**config.mk**
```make
export PLATFORM = sky130hd
export DESIGN_NAME = dds_control_arbiter_flat
export DESIGN_NICKNAME = d
export VERILOG_FILES = /design/src/rtl/dds_control_arbiter_if.sv /design/src/rtl/dds_control_arbiter.sv /design/src/flat_wrapper.sv
export SDC_FILE = /design/constraint.sdc
export NUM_CORES = 1
export LEC_CHECK = 0
export BUFFER_PORTS_ARGS = -buffer_cell sky130_fd_sc_hd__buf_2
export CAP_MARGIN = 10
export CORE_AREA = 4 4 130 132
export DETAILED_ROUTE_END_ITERATION = 10
export DIE_AREA = 0 0 134 136
export SETUP_SLACK_MARGIN = 0.05
export SYNTH_ARGS = -nofsm -noshare
export SYNTH_HDL_FRONTEND = slang
export SYNTH_SLANG_ARGS = --single-unit
```
**constraint.sdc**
```tcl
create_clock -name Clk -period 6.3 [get_ports Clk]
set_clock_uncertainty 0.05 [all_clocks]
set_input_delay 0.945 -clock Clk [delete_from_list [all_inputs] [get_ports Clk]]
set_output_delay 0.945 -clock Clk [all_outputs]
set_load 0.01 [all_outputs]
```
**src/rtl/dds_control_arbiter_if.sv**
```systemverilog
// -----------------------------------------------------------------------------
// dds_control_pkg / dds_control_arbiter_if
//
// Purpose : Shared DDS control word type, plus the bundle of signals between
//           the control sources, the arbiter and channelized_dds.
//
// dds_control_t fields:
//   valid         - word is meaningful this cycle (request / output strobe)
//   channel_index - target DDS channel (8 bits, wide enough to carry
//                   out-of-range indices that the arbiter must discard)
//   control_type  - operation to apply to the channel
//   setup_data    - {start[15:0], stop[15:0], step[15:0]} for sweeps
//   control_data  - free-form operation payload
//
// Interface signals:
//   Req_data     - per-requester control word (.valid is the request)
//   Req_ready    - per-requester accept strobe
//   Control_data - registered control word towards channelized_dds
//   Init_done    - post-reset channel clear sequence has completed
//   Drop_pulse   - one-cycle pulse when an accepted request was discarded
//
// Modports:
//   master - control-source side (drives Req_data)
//   slave  - arbiter side (drives everything else)
// -----------------------------------------------------------------------------
package dds_control_pkg;

   localparam int DDS_CH_W = 8;

   typedef enum logic [1:0] {
      dds_control_type_none        = 2'd0,
      dds_control_type_single_tone = 2'd1,
      dds_control_type_sin_sweep   = 2'd2,
      dds_control_type_fm          = 2'd3
   } dds_control_type_t;

   typedef struct packed {
      logic                valid;
      logic [DDS_CH_W-1:0] channel_index;
      dds_control_type_t   control_type;
      logic [47:0]         setup_data;
      logic [31:0]         control_data;
   } dds_control_t;

endpackage

interface dds_control_arbiter_if
   import dds_control_pkg::*;
#(
   parameter int NUM_REQUESTERS = 2
);

   dds_control_t              Req_data [NUM_REQUESTERS];
   logic [NUM_REQUESTERS-1:0] Req_ready;
   dds_control_t              Control_data;
   logic                      Init_done;
   logic                      Drop_pulse;

   modport master (
      output Req_data,
      input  Req_ready,
      input  Control_data,
      input  Init_done,
      input  Drop_pulse
   );

   modport slave (
      input  Req_data,
      output Req_ready,
      output Control_data,
      output Init_done,
      output Drop_pulse
   );

endinterface

```
**src/rtl/dds_control_arbiter.sv**
```systemverilog
// -----------------------------------------------------------------------------
// dds_control_arbiter
//
// Purpose : Shares the single channelized_dds control port between several
//           control sources. After reset it first walks every DDS channel
//           and writes a "none" word to each (clear sequence), then arbitrates
//           requesters round-robin, one transfer per cycle, registering the
//           granted word onto Control_data with one cycle of latency.
//           Requests addressing a channel that does not exist are accepted
//           (so the requester is not stalled) but discarded, flagged by a
//           one-cycle Drop_pulse.
//
// Ports:
//   Clk    - single clock, rising edge
//   Rst    - asynchronous, active-high reset
//   io_bus - dds_control_arbiter_if.slave:
//              Req_data[]   (in)  per-requester control words / requests
//              Req_ready[]  (out) per-requester accept strobe (combinational)
//              Control_data (out) registered control word
//              Init_done    (out) clear sequence complete
//              Drop_pulse   (out) accepted request discarded
// -----------------------------------------------------------------------------
module dds_control_arbiter
   import dds_control_pkg::*;
#(
   parameter int NUM_REQUESTERS      = 2,
   parameter int NUM_CHANNELS        = 16,
   parameter int CHANNEL_INDEX_WIDTH = $clog2(NUM_CHANNELS)
) (
   input  logic                  Clk,
   input  logic                  Rst,
   dds_control_arbiter_if.slave  io_bus
);

   localparam int PTR_W = (NUM_REQUESTERS > 1) ? $clog2(NUM_REQUESTERS) : 1;

   localparam logic [0:0] S_INIT = 1'b0;
   localparam logic [0:0] S_ARB  = 1'b1;

   localparam logic [CHANNEL_INDEX_WIDTH-1:0] LAST_CH  =
      CHANNEL_INDEX_WIDTH'(NUM_CHANNELS - 1);
   localparam logic [PTR_W-1:0]               LAST_REQ =
      PTR_W'(NUM_REQUESTERS - 1);

   // ---------------------------------------------------------------- state
   logic [0:0]                     r_state;
   logic [CHANNEL_INDEX_WIDTH-1:0] r_init_cnt;
   logic [PTR_W-1:0]               r_rr_ptr;
   dds_control_t                   r_ctrl;
   logic                           r_init_done;
   logic                           r_drop;

   // ---------------------------------------------------------------- wires
   logic [PTR_W-1:0] w_cand;
   logic             w_grant_any;
   logic [PTR_W-1:0] w_grant_idx;
   logic [PTR_W-1:0] w_next_ptr;
   dds_control_t     w_grant_word;
   dds_control_t     w_init_word;
   logic             w_out_of_range;

   // Round-robin search: scan requesters starting at r_rr_ptr, first valid
   // one wins. Only active once the clear sequence has finished.
   always_comb begin
      w_cand      = '0;
      w_grant_any = 1'b0;
      w_grant_idx = '0;
      if (r_state == S_ARB) begin
         for (int unsigned i = 0; i < NUM_REQUESTERS; i++) begin
            w_cand = PTR_W'((32'(r_rr_ptr) + i) % 32'(NUM_REQUESTERS));
            if (!w_grant_any && io_bus.Req_data[w_cand].valid) begin
               w_grant_any = 1'b1;
               w_grant_idx = w_cand;
            end
         end
      end
   end

   // Ready is asserted only for the granted requester, which by construction
   // has valid high, so every ready pulse is a transfer.
   always_comb begin
      io_bus.Req_ready = '0;
      if (w_grant_any) begin
         io_bus.Req_ready[w_grant_idx] = 1'b1;
      end
   end

   always_comb begin
      w_grant_word       = io_bus.Req_data[w_grant_idx];
      w_grant_word.valid = 1'b1;
      w_out_of_range     =
         {{(32-DDS_CH_W){1'b0}}, w_grant_word.channel_index} >= 32'(NUM_CHANNELS);
      w_next_ptr         = (w_grant_idx == LAST_REQ) ? '0 : w_grant_idx + 1'b1;
   end

   always_comb begin
      w_init_word               = '0;
      w_init_word.valid         = 1'b1;
      w_init_word.channel_index = DDS_CH_W'(r_init_cnt);
      w_init_word.control_type  = dds_control_type_none;
   end

   // ---------------------------------------------------------------- FSM
   always_ff @(posedge Clk or posedge Rst) begin
      if (Rst) begin
         r_state     <= S_INIT;
         r_init_cnt  <= '0;
         r_rr_ptr    <= '0;
         r_ctrl      <= '0;
         r_init_done <= 1'b0;
         r_drop      <= 1'b0;
      end else begin
         // Output strobes default low; set below only when a word goes out.
         r_ctrl.valid <= 1'b0;
         r_drop       <= 1'b0;
         case (r_state)
            S_INIT: begin
               r_ctrl <= w_init_word;
               if (r_init_cnt == LAST_CH) begin
                  r_state     <= S_ARB;
                  r_init_done <= 1'b1;
               end else begin
                  r_init_cnt <= r_init_cnt + 1'b1;
               end
            end
            S_ARB: begin
               if (w_grant_any) begin
                  // Pointer advances identically for forwarded and dropped
                  // requests so a bad requester cannot starve the others.
                  r_rr_ptr <= w_next_ptr;
                  if (w_out_of_range) begin
                     r_drop <= 1'b1;
                  end else begin
                     r_ctrl <= w_grant_word;
                  end
               end
            end
            default: begin
               r_state <= S_INIT;
            end
         endcase
      end
   end

   assign io_bus.Control_data = r_ctrl;
   assign io_bus.Init_done    = r_init_done;
   assign io_bus.Drop_pulse   = r_drop;

endmodule

```
**src/flat_wrapper.sv**
```systemverilog
// flat-port wrapper written by rule: the top's interface ports become plain ports
module dds_control_arbiter_flat import dds_control_pkg::*;
#(
   parameter int NUM_REQUESTERS      = 2,
   parameter int NUM_CHANNELS        = 16,
   parameter int CHANNEL_INDEX_WIDTH = $clog2(NUM_CHANNELS)
)
  (Clk, Rst, io_bus_Req_data, io_bus_Req_ready, io_bus_Control_data, io_bus_Init_done, io_bus_Drop_pulse);
  dds_control_arbiter_if #(.NUM_REQUESTERS(NUM_REQUESTERS)) io_bus_i ();
  input  logic Clk;
  input  logic Rst;
  input wire logic [$bits(io_bus_i.Req_data)-1:0] io_bus_Req_data;
  output wire logic [$bits(io_bus_i.Req_ready)-1:0] io_bus_Req_ready;
  output wire logic [$bits(io_bus_i.Control_data)-1:0] io_bus_Control_data;
  output wire logic [$bits(io_bus_i.Init_done)-1:0] io_bus_Init_done;
  output wire logic [$bits(io_bus_i.Drop_pulse)-1:0] io_bus_Drop_pulse;
  assign io_bus_i.Req_data = {>>{io_bus_Req_data}};
  assign io_bus_Req_ready = io_bus_i.Req_ready;
  assign io_bus_Control_data = io_bus_i.Control_data;
  assign io_bus_Init_done = io_bus_i.Init_done;
  assign io_bus_Drop_pulse = io_bus_i.Drop_pulse;
  dds_control_arbiter #(.NUM_REQUESTERS(NUM_REQUESTERS), .NUM_CHANNELS(NUM_CHANNELS), .CHANNEL_INDEX_WIDTH(CHANNEL_INDEX_WIDTH)) u_core (.Clk(Clk), .Rst(Rst), .io_bus(io_bus_i));
endmodule
```
[Word level (Yosys, flattened, before mapping)]
Index checks and enable logic that the tools add are counted.
Cells by class
  equal/unequal tests: 3
  add/sub/neg operators: 3
  mux-type cells: 28
  bitwise logic cells: 5
  magnitude comparators: 6
  reduce and logical (&&, ||, !) cells: 7
Operators by type and width (count)
  two-way mux 91 bit: 8
  two-way mux 90 bit: 3
  one-hot mux 91 bit (2 select lines): 1
  two-way mux 1 bit: 14
  greater-or-equal comparator 8 x 5 -> 1 bit (second input constant): 1
  AND reduction 2 bit: 4
  greater-or-equal comparator 2 bit (second input constant): 3
  inverter 1 -> 2 bit: 3
  adder 4 x 1 -> 4 bit (second input constant): 1
  equality test 4 bit (second input constant): 1
  != test 2 bit (second input constant): 2
  adder 1 bit (second input constant): 2
  logical AND 1 bit: 2
  less-than comparator 1 x 2 -> 1 bit (second input constant): 1
  two-way mux 2 bit: 1
  inverter 1 bit: 2
  demux 1 bit (select 1 bit): 1
  greater-or-equal comparator 1 bit (second input constant): 1
  zero test 1 bit: 1
Storage, ports and cells
  word-level logic and storage cells: 62
  register bits: 99
  bits of input ports: 184
  output and inout bits: 95

[Depth between registers and ports, before layout]
Gate-level depths: netlist of run 1.
  depth in word-level cells: 18
  gate-level depth with buffers: 7
  mapped depth without buffers: 5

[Least setup slack after synthesis of run 1]
Ideal clock, no wire load.
  kind: input to output
  from: in io_bus_Req_data[90]
  to: out io_bus_Req_ready[1]
  cell stages on the path: 4
  path buffers: 2
  slack: 3.712 ns
  arrival: 1.593 ns
  required time: 5.305 ns
  cell sequence: and2_1 and2_1 buf_2 buf_2
On the way
  longest elaborated chain between the ends: 14
  elaborated cells on any way between the ends: 21
  classes of those cells: order compare (2); mux (16); reduce/logical (3)
RTL lines
  start, declared: line flat_wrapper.sv:12  | input wire logic [$bits(io_bus_i.Req_data)-1:0] io_bus_Req_data;
  two-way mux 91 bit (implied by the code) (3 in a row): line dds_control_arbiter.sv:71  | if (!w_grant_any && io_bus.Req_data[w_cand].valid) begin
  two-way mux 1 bit: line dds_control_arbiter.sv:71
  two-way mux 1 bit: line dds_control_arbiter.sv:68  | if (r_state == S_ARB) begin
  zero test 1 bit: line dds_control_arbiter.sv:71
  logical AND 1 bit: line dds_control_arbiter.sv:71
  two-way mux 1 bit: line dds_control_arbiter.sv:71
  two-way mux 1 bit: line dds_control_arbiter.sv:68
  less-than comparator 1 x 2 -> 1 bit (implied by the code) or greater-or-equal comparator 1 bit (tied branches): line dds_control_arbiter.sv:84  | io_bus.Req_ready[w_grant_idx] = 1'b1;
  logical AND 1 bit (implied by the code): line dds_control_arbiter.sv:84
  two-way mux 1 bit (implied by the code): line dds_control_arbiter.sv:84
  demux 1 bit (select 1 bit)
  two-way mux 2 bit (*): line dds_control_arbiter.sv:83  | if (w_grant_any) begin
  end, declared: line flat_wrapper.sv:13  | output wire logic [$bits(io_bus_i.Req_ready)-1:0] io_bus_Req_ready;
Mark *: on every way between the ends. The rest lies on a longest branch, timed or not. The select of a mux whose other input is x is not followed.

[Worst setup path after layout of run 1]
Same ends and word-level chain as after synthesis.

==> out/metrics.csv, run 1 <==
stage;metric;value;unit
job;drv_cap;0;
cells_and_area;final_net_count;791;
cells_and_area;final_cell_mix;buf_2 (278), dfrtp_1 (99), mux2i_1 (82), o2bb2ai_1 (71), o2bb2ai_2 (11);
routing;postRouteAntennaNets;0;
critical_path;crit_path_start_kind;primary input;
placed_design;finalWeightedCongestion;0.754;
critical_path;end_kind;primary output;
floorplanning;rows;46;
floorplanning;die_h;136;um
synth;ys_seq_elements;99;
synth;syn_area;4630;um^2
routing;routedWlPerCell;15.9;um
clock_tree;clk_path_buf_depth;2;
critical_path;arrival;2.17;ns
grt;grt_overflow;0;
critical_path;critPathRequiredTime;5.30;ns
power_and_ir_drop;ir_drop;139;uV
grt;gr-usage-all-layers;13.9;%
clock_tree;cts.sinks;99;
floorplanning;fp.dieArea;18200;um^2
sta;finalHoldViolCount;0;
placed_design;dp_hpwl;9980;um
floorplanning;initial_core_util;29.5;%
synth;synth-xor-area-share;0.378;%
sta;period_minus_slack;3.17;ns
routing;firstDrtPassIters;4;
clock_tree;clk_latency;0.33;ns
clock_tree;cts_hold_buffers;0;
cells_and_area;diodes;0;
grt;grt_pass1_vias;4031;
clock_tree;tritoncts;built;
cells_and_area;finalNonFillerCells;827;
synth;ys_warn_count;0;
floorplanning;io_pins;279;
floorplanning;die_w;134;um
clock_tree;numCtsBuffers;9;
sta;setup_violations;0;
cells_and_area;postLayoutCellArea;6400;um^2
synth;ys_seq_area_share;53.5;%
sta;grt_setup_unrepaired;false;
clock_tree;ctsResizeCount;0;
critical_path;cp_slowest_cell;and2_4;
sta;fin_crit_sh;50.3;%
routing;drt_first_iter_violations;134;
clock_tree;path_clk_slew;0.06;ns
critical_path;critPathMaxFanout;43;
critical_path;cp_common_cell;buf_2;
critical_path;path_cells;buf_2 > and2_1 > and2_4 > buf_2;
synth;avgSynthCellArea;13.5;um^2
sta;fmax;316;MHz
clock_tree;postCtsSetupBuffers;0;
routing;wl;13200;um
cells_and_area;syn2layout_area_growth;38.2;%
sta;fin_tns_setup;0;ns
synth;synth_mux_area_share;18.0;%
critical_path;critical_path_class;in -> out;
routing;vias_per_cell;4.65;
floorplanning;core;15700;um^2
synth;synth-simple-area-share;2.86;%
routing;vias;3843;
sta;hold_ws;0.427;ns
sta;worstMarginPinSlew;1.02;ns
grt;antenna_found_initial;0;
sta;maxSlewHeadroom;31.9;%
synth;synth_fa_ha_area_share;0.270;%
placed_design;place_inst;811;
grt;grt_max_degree;88;
cells_and_area;layout_commonest_cell;buf_2;
cells_and_area;fillers;1567;
cells_and_area;drive_above_1_share;51.6;%
critical_path;slowest_delay;0.62;ns
grt;grt_pass1_wl;20500;um
sta;drv_slew;0;
placed_design;io_buffers;278;
power_and_ir_drop;power.density;310;nW/um^2
synth;synth_cells;344;
clock_tree;h-tree-depth;3;
hold_path;hold_class;reg -> reg;
synth;synth_top_family_by_area;compound AO/OA/AOI/OAI gates;
placed_design;place_area;6110;um^2
synth;syn-num-nets;529;
status;status;finished, final reports clean;
synth;synth_compound_area_share;19.4;%
power_and_ir_drop;p_leak;3.24;nW
routing;post-route-drc-count;0;
synth;synth_cell_type_count;33;
clock_tree;cts-root-buf;clkbuf_16;
==> layer usage <==
metal  part of all wire (%)  GRT usage (%)
met5                      0              0
met4                    1.7           5.09
met3                    6.5           3.33
met2                     52           24.9
met1                     40           16.2
==> Yosys cell counts <==
| cell type | count | share of area (%) |
|---|---|---|
| o21ai_0 | 5 | 0.54 |
| nand3_1 | 2 | 0.22 |
| mux2i_1 | 82 | 18 |
| o22ai_1 | 1 | 0.14 |
| o2bb2ai_1 | 71 | 13 |
| o21bai_1 | 1 | 0.16 |
| a21oi_1 | 2 | 0.22 |
| a222oi_1 | 4 | 0.86 |
| o2bb2ai_2 | 11 | 3.6 |
| nand2_1 | 2 | 0.16 |
| and2_1 | 6 | 0.81 |
| nand2b_1 | 1 | 0.14 |
| ha_1 | 1 | 0.27 |
| nor4_1 | 2 | 0.27 |
| a31oi_1 | 1 | 0.14 |
| inv_1 | 9 | 0.73 |
| xor2_1 | 1 | 0.19 |
| buf_4 | 8 | 1.3 |
| and3_1 | 2 | 0.27 |
| buf_2 | 7 | 0.76 |
| buf_6 | 10 | 2.4 |
| mux2_2 | 1 | 0.24 |
| or4_4 | 1 | 0.24 |
| dfrtp_1 | 99 | 53 |
| nor3_1 | 1 | 0.11 |
| nand4_1 | 1 | 0.14 |
| nor3b_1 | 1 | 0.16 |
| xnor2_1 | 1 | 0.19 |
| a21oi_2 | 1 | 0.19 |
| a31o_2 | 1 | 0.19 |
| clkbuf_1 | 5 | 0.41 |
| nor2b_1 | 2 | 0.27 |
| nor2_1 | 1 | 0.081 |
==> cell type report <==
type / count / area (um^2) / share of cell area (%)
tap: 216 / 270 / 4.22
multi-input combinational: 206 / 1910 / 29.9
timing repair buffer: 281 / 1410 / 22.1
clock inverter: 4 / 33.8 / 0.528
clock buffer: 12 / 256 / 4.01
inverter: 9 / 36.3 / 0.567
sequential: 99 / 2480 / 38.7
==> state kept, by name, indices dropped and copies added, names as in the netlist <==
signal	flops
u_core.io_bus.Init_done	1
u_core.r_state	1
u_core.r_init_cnt	4
u_core.io_bus.Control_data	91
u_core.io_bus.Drop_pulse	1
u_core.r_rr_ptr	1
==> power by group <==
group | leakage, nW | internal, mW | switching (mW)
Clock | 0.139 | 0.292 | 0.236
Sequential | 1.23 | 0.793 | 0.0900
Combinational | 1.87 | 0.298 | 0.277
==> final timing paths <==
check	slack [ns]	from	to	cells after the start
setup / recovery	3.13	io_bus_Req_data[90]	io_bus_Req_ready[1]	4
hold / removal	0.43	u_core.io_bus.Init_done	u_core.io_bus.Init_done	1
setup reg to reg	3.55	u_core.r_state	u_core.io_bus.Control_data[3]	5
hold reg to reg	0.43	u_core.io_bus.Init_done	u_core.io_bus.Init_done	1
max in group asynchronous	4.45	Rst	u_core.io_bus.Control_data[61]	3
min in group asynchronous	0.61	Rst	u_core.io_bus.Control_data[30]	2
==> critical path, delay by kind of cell <==
kind          cells  cell delay (ns)
buf+inv           2             0.37
simple gates      2             0.82
==> stage by stage <==
stage          power [mW]  worst slack [ns]  utilization (%)
5_1_grt              2.11              3.04             40.7
3_3_place_gp         1.47              3.01             38.9
3_5_place_dp         1.48              2.91             38.9
4_1_cts              2.03              3.12             40.7
2_1_floorplan        1.20              2.71                -
6_report             1.99              3.13             40.7
==> logic make-up after synthesis <==
logic type,after synthesis
AO/OA/AOI/OAI,98
XOR/XNOR,2
adder cells (fa/ha/maj),1
buffers and inverters,39
flip-flops,99
multiplexers,83
AND/OR/NAND/NOR,22
Power figures use the tool's default switching activity.
==> run 2, diff against run 1 <==
==> constraint.sdc (replaced) <==
create_clock -name Clk -period 3.3 [get_ports Clk]
set_clock_uncertainty 0.05 [all_clocks]
set_input_delay 0.495 -clock Clk [delete_from_list [all_inputs] [get_ports Clk]]
set_output_delay 0.495 -clock Clk [all_outputs]
set_load 0.01 [all_outputs]
==> run 2 against run 1 <==
Effect of this change:
- cell count is 0.12% higher
- setup slack worse by 2.3 ns
- die area stayed put
- critical path depth is 1 higher
- global-route usage is 0.25 points lower
- power is 93% higher
- design area is 0.80% higher
- sequential cell count stayed put
- clock-buffer cell count stayed put
- clock power is 99% higher
- sequential power is 90% higher
==> out/metrics.csv, run 2 (synthesized netlist as in run 1, its figures left out) <==
stage;metric;value;unit;change
job;drv_cap;0;;unchanged
critical_path;critPathRequiredTime;3.46;ns;-1.84 ns
critical_path;critPathLaunch;u_core.r_rr_ptr;;
clock_tree;cts-root-buf;clkbuf_16;;
power_and_ir_drop;p_leak;3.26;nW;+0.60%
sta;fin_tns_setup;0;ns;unchanged
cells_and_area;utilization;41.1;%;+0.33 points
routing;post-route-drc-count;0;;unchanged
critical_path;r2r-start;u_core.r_rr_ptr;;
grt;grt_max_degree;88;;unchanged
cells_and_area;drive_above_1_share;51.5;%;-0.084 points
routing;vias_per_cell;4.60;;-1.0%
routing;firstDrtPassIters;4;;unchanged
routing;wl_met3;932;um;+8.4%
clock_tree;ctsResizeCount;0;;unchanged
critical_path;crit_path_start_kind;flip-flop;;
cells_and_area;layout_commonest_cell;buf_2;;
grt;grt_overflow;0;;unchanged
routing;wirelength_met1;5220;um;-0.84%
critical_path;end_kind;flip-flop;;
critical_path;critPathMaxFanout;44;;+2.3%
sta;period_minus_slack;2.43;ns;
placed_design;io_buffers;278;;unchanged
sta;maxSlewHeadroom;29.3;%;-2.7 points
cells_and_area;final_net_count;792;;+0.13%
clock_tree;h-tree-depth;3;;unchanged
critical_path;regToRegSetupSlack;0.87;ns;-2.68 ns
critical_path;crit_end;u_core.io_bus.Control_data[19];;
critical_path;r2r-end;u_core.io_bus.Control_data[19];;
floorplanning;die_h;136;um;unchanged
routing;wl_met2;6620;um;-2.8%
sta;grt_setup_unrepaired;false;;
routing;topRoutingLayerUsed;met4;;
sta;fin_crit_sh;73.7;%;
status;status;finished, final reports clean;;
power_and_ir_drop;ir_drop;232;uV;+67%
clock_tree;cts_hold_buffers;0;;unchanged
clock_tree;clk_latency;0.33;ns;about the same
clock_tree;numCtsBuffers;9;;unchanged
grt;grt_pass1_wl;20100;um;-1.5%
floorplanning;die_w;134;um;unchanged
grt;antenna_found_initial;0;;unchanged
sta;finalHoldViolCount;0;;unchanged
cells_and_area;largest_reg_flops;91;;unchanged
cells_and_area;final_cell_mix;buf_2 (278), dfrtp_1 (99), mux2i_1 (82), o2bb2ai_1 (71), o2bb2ai_2 (11);;
routing;wl;13000;um;-1.5%
floorplanning;fp.dieArea;18200;um^2;unchanged
placed_design;finalWeightedCongestion;0.749;;-0.70%
clock_tree;postCtsSetupBuffers;0;;unchanged
clock_tree;clk_path_buf_depth;2;;unchanged
sta;setup_violations;0;;unchanged
clock_tree;cts.sinks;99;;unchanged
critical_path;reg2regPathDepth;5;;unchanged
sta;fmax;411;MHz;
critical_path;critical_path_class;reg -> reg;;
hold_path;hold_class;in -> async;;
sta;worstMarginPinSlew;1.06;ns;+0.0371 ns
routing;drt_first_iter_violations;127;;-5.2%
clock_tree;path_clk_slew;0.07;ns;about the same
critical_path;arrival;2.59;ns;+0.42 ns
routing;routedWlPerCell;15.7;um;-1.7%
routing;postRouteAntennaNets;0;;unchanged
floorplanning;rows;46;;unchanged
cells_and_area;syn2layout_area_growth;39.3;%;
grt;grt_pass1_vias;3994;;-0.92%
clock_tree;tritoncts;built;;
floorplanning;core;15700;um^2;unchanged
placed_design;dp_hpwl;9870;um;-1.1%
cells_and_area;diodes;0;;unchanged
floorplanning;io_pins;279;;unchanged
routing;vias;3809;;-0.88%
grt;gr-usage-all-layers;13.7;%;-0.25 points
floorplanning;initial_core_util;29.5;%;unchanged
power_and_ir_drop;power.density;594;nW/um^2;+92%
sta;drv_slew;0;;unchanged
run 2: changes by cell type in the layout (fill, tap and decap cells not counted), sizes merged:
cell	change
bufinv	+1
inv	-1
clkinvlp	+1
buf	+1
clkinv	-1
run 2: through the flow:
| step | cell area (um^2) | cells | total power, mW | setup slack, ns | hold WS, ns |
|---|---|---|---|---|---|
| final | 6450 | 828 | 3.83 | 0.868 | 0.170 |
| after global routing | 6450 | 828 | 4.06 | 0.667 | 0.229 |
| after CTS | 6450 | 828 | 3.91 | 0.851 | 0.206 |
| after detailed placement | 6160 | 812 | 2.83 | 0.685 | 0.416 |
| after global placement | 6160 | 812 | 2.81 | 0.742 | 0.414 |
| after floorplan | 4630 | 344 | 2.29 | 0.165 | 0.437 |
run 2: routing by layer:
| metal | vias to the layer above | GRT usage [%] |
|---|---|---|
| met5 | - | 0 |
| met3 | 13 | 3.40 |
| met2 | 145 | 23.8 |
| met1 | 1807 | 16.6 |
| li1 | 1844 | - |
| met4 | 0 | 4.57 |
run 2: worst min-delay path by stage:
stage                                        start                             end  slack, ns  cells past startpoint
floorplan                     u_core.r_init_cnt[0]            u_core.r_init_cnt[0]       0.44                      1
global placement    u_core.io_bus.Control_data[86]  u_core.io_bus.Control_data[86]       0.41                      1
detailed placement  u_core.io_bus.Control_data[89]  u_core.io_bus.Control_data[89]       0.42                      1
CTS                                            Rst  u_core.io_bus.Control_data[43]       0.21                      2
global route                                   Rst  u_core.io_bus.Control_data[39]       0.23                      2
finish                                         Rst  u_core.io_bus.Control_data[39]       0.17                      2
run 2: layout make-up:
| class | instances | area, um^2 |
|---|---|---|
| Timing Repair Buffer | 282 | 1460 |
| Multi-Input combinational cell | 206 | 1910 |
| Tap cell | 216 | 270 |
| Inverter | 9 | 36.3 |
| Clock buffer | 12 | 246 |
| Sequential cell | 99 | 2480 |
| Fill cell | 1529 | 9260 |
| Clock inverter | 4 | 50.0 |
run 2: power breakdown:
part           internal, mW  total (mW)  switching (mW)  leakage (nW)
Combinational         0.575        1.10           0.529          1.89
Clock                 0.608        1.05           0.440         0.139
Sequential             1.51        1.68           0.169          1.23
run 2: worst max-delay path: stages (launching register included):
cell,delay (ns)
dfrtp_1,0.41
nand2b_1,0.24
and3_1,0.29
o21bai_4,0.86
buf_12,0.31
o2bb2ai_1,0.11
==> run 3, diff against run 2 <==
==> constraint.sdc (replaced) <==
create_clock -name Clk -period 2.1 [get_ports Clk]
set_clock_uncertainty 0.05 [all_clocks]
set_input_delay 0.315 -clock Clk [delete_from_list [all_inputs] [get_ports Clk]]
set_output_delay 0.315 -clock Clk [all_outputs]
set_load 0.01 [all_outputs]
==> run 3 against run 2 <==
Effect of this change:
- sequential power increased by 57%
- design area up 1.8%
- clock-buffer cell count is the same
- sequential cell count unchanged
- utilization is 0.76 points higher
- routed wire length grew 2.5%
- die area is the same
- first-iteration DRC count fell by 18%
- global-route usage up 0.20 points
- sequential share of layout area is 0.69 points lower
- non-clock buffer count is 6 higher
==> out/metrics.csv, run 3 (synthesized netlist as in run 1, its figures left out) <==
stage;metric;value;unit;change
floorplanning;rows;46;;unchanged
sta;worstMarginPinSlew;0.467;ns;-0.591 ns
job;drv_cap;0;;unchanged
cells_and_area;syn2layout_area_growth;41.9;%;
floorplanning;initial_core_util;29.5;%;unchanged
clock_tree;clk_path_buf_depth;2;;unchanged
critical_path;crit_path_start_kind;flip-flop;;
cells_and_area;diodes;0;;unchanged
floorplanning;die_w;134;um;unchanged
sta;setup_violations;0;;unchanged
clock_tree;cts.sinks;99;;unchanged
routing;firstDrtPassIters;4;;unchanged
sta;fin_crit_sh;91.0;%;
cells_and_area;final_net_count;798;;+0.76%
grt;grt_overflow;0;;unchanged
placed_design;place_area;6230;um^2;+1.2%
power_and_ir_drop;power.total;6.06;mW;+58%
clock_tree;h-tree-depth;3;;unchanged
critical_path;end_kind;primary output;;
placed_design;finalWeightedCongestion;0.799;;+6.7%
floorplanning;die_h;136;um;unchanged
clock_tree;cts_hold_buffers;0;;unchanged
cells_and_area;layout_commonest_cell;buf_2;;
placed_design;dp_hpwl;10200;um;+3.5%
grt;grt_max_degree;65;;-26%
sta;period_minus_slack;1.91;ns;
cells_and_area;drive_above_1_share;52.2;%;+0.72 points
sta;fmax;524;MHz;
floorplanning;core;15700;um^2;unchanged
grt;antenna_found_initial;1;;+1
floorplanning;fp.dieArea;18200;um^2;unchanged
routing;vias;3802;;-0.18%
placed_design;place_ws;0.169;ns;-0.516 ns
clock_tree;path_clk_slew;0.06;ns;about the same
power_and_ir_drop;p_leak;3.32;nW;+1.8%
routing;postRouteAntennaNets;0;;unchanged
sta;maxSlewHeadroom;68.8;%;+40 points
cells_and_area;postLayoutCellArea;6570;um^2;+1.8%
routing;drt_first_iter_violations;104;;-18%
sta;grt_setup_unrepaired;false;;
sta;finalHoldViolCount;0;;unchanged
power_and_ir_drop;power.density;922;nW/um^2;+55%
routing;vias_per_cell;4.56;;-0.78%
cells_and_area;final_cell_mix;buf_2 (278), dfrtp_1 (99), mux2i_1 (82), o2bb2ai_1 (71), o2bb2ai_2 (11);;
sta;setup_ws;0.190;ns;-0.678 ns
grt;gr-usage-all-layers;13.9;%;+0.20 points
clock_tree;tritoncts;built;;
grt;grt_pass1_wl;20300;um;+0.78%
critical_path;arrival;1.55;ns;-1.04 ns
clock_tree;postCtsSetupBuffers;0;;unchanged
routing;wl;13300;um;+2.5%
routing;routedWlPerCell;16.0;um;+1.9%
cells_and_area;largest_reg_flops;91;;unchanged
floorplanning;io_pins;279;;unchanged
clock_tree;numCtsBuffers;9;;unchanged
power_and_ir_drop;ir_drop;352;uV;+51%
sta;drv_slew;0;;unchanged
critical_path;r2r-start;u_core.r_rr_ptr;;
critical_path;critPathMaxFanout;22;;-50%
placed_design;io_buffers;278;;unchanged
clock_tree;clk_latency;0.33;ns;about the same
grt;grt_pass1_vias;4022;;+0.70%
routing;post-route-drc-count;0;;unchanged
critical_path;critPathRequiredTime;1.74;ns;-1.72 ns
critical_path;critPathLaunch;u_core.r_rr_ptr;;
sta;fin_tns_setup;0;ns;unchanged
clock_tree;cts-root-buf;clkbuf_16;;
hold_path;hold_class;in -> async;;
status;status;finished, final reports clean;;
critical_path;critical_path_class;reg -> out;;
-- run 3: path summary, 6_finish.rpt --
| kind | cells after the start | end | slack, ns |
|---|---|---|---|
| max in group asynchronous | 3 | u_core.io_bus.Control_data[5] | 1.58 |
| min in group Clk | 3 | u_core.io_bus.Control_data[82] | 0.17 |
| worst min register to register | 1 | u_core.io_bus.Control_data[40] | 0.43 |
| worst max register to register | 5 | u_core.io_bus.Control_data[41] | 0.25 |
| worst min-delay path | 3 | u_core.io_bus.Control_data[42] | 0.01 |
| worst max-delay path | 4 | io_bus_Req_ready[1] | 0.19 |
-- run 3: worst max-delay path, stage by stage (launching register included) --
cell      delay, ns
dfrtp_1        0.40
nand2b_2       0.19
and2_4         0.24
buf_16         0.20
buf_2          0.16
-- run 3: stage by stage --
step	util, %	hold WS (ns)	cells
2_1_floorplan	-	0.407	344
3_3_place_gp	39.7	0.388	817
3_5_place_dp	39.7	0.396	817
4_1_cts	41.6	0.0202	832
5_1_grt	41.8	0.0392	833
6_report	41.8	0.0123	833
-- run 3: layout make-up --
type	count	area, um^2
fill	1505	9140
sequential	99	2480
multi-input combinational	206	1920
timing repair buffer	288	1570
tap	216	270
clock buffer	12	256
clock inverter	3	47.5
inverter	9	37.5
-- run 3: what timing repair did --
action                                  in CTS  in global routing
endpoints found under the setup margin       0                  1
resized for setup                            0                  2
hold endpoints to repair                     0                  0
-- run 3: layer usage --
metal  GRT usage, %  routed length [um]  vias up
met4           4.06                 211        2
met3           4.63                1120       19
met5              0                  20        -
met2           24.8                6750      159
met1           15.8                5180     1775
li1               -                   -     1847
-- run 3: where the power goes --
| part | switching [mW] | total, mW | leakage [nW] | internal, mW |
|---|---|---|---|---|
| sequential | 0.259 | 2.64 | 1.23 | 2.38 |
| combinational | 0.839 | 1.76 | 1.94 | 0.925 |
| clock | 0.672 | 1.66 | 0.149 | 0.986 |
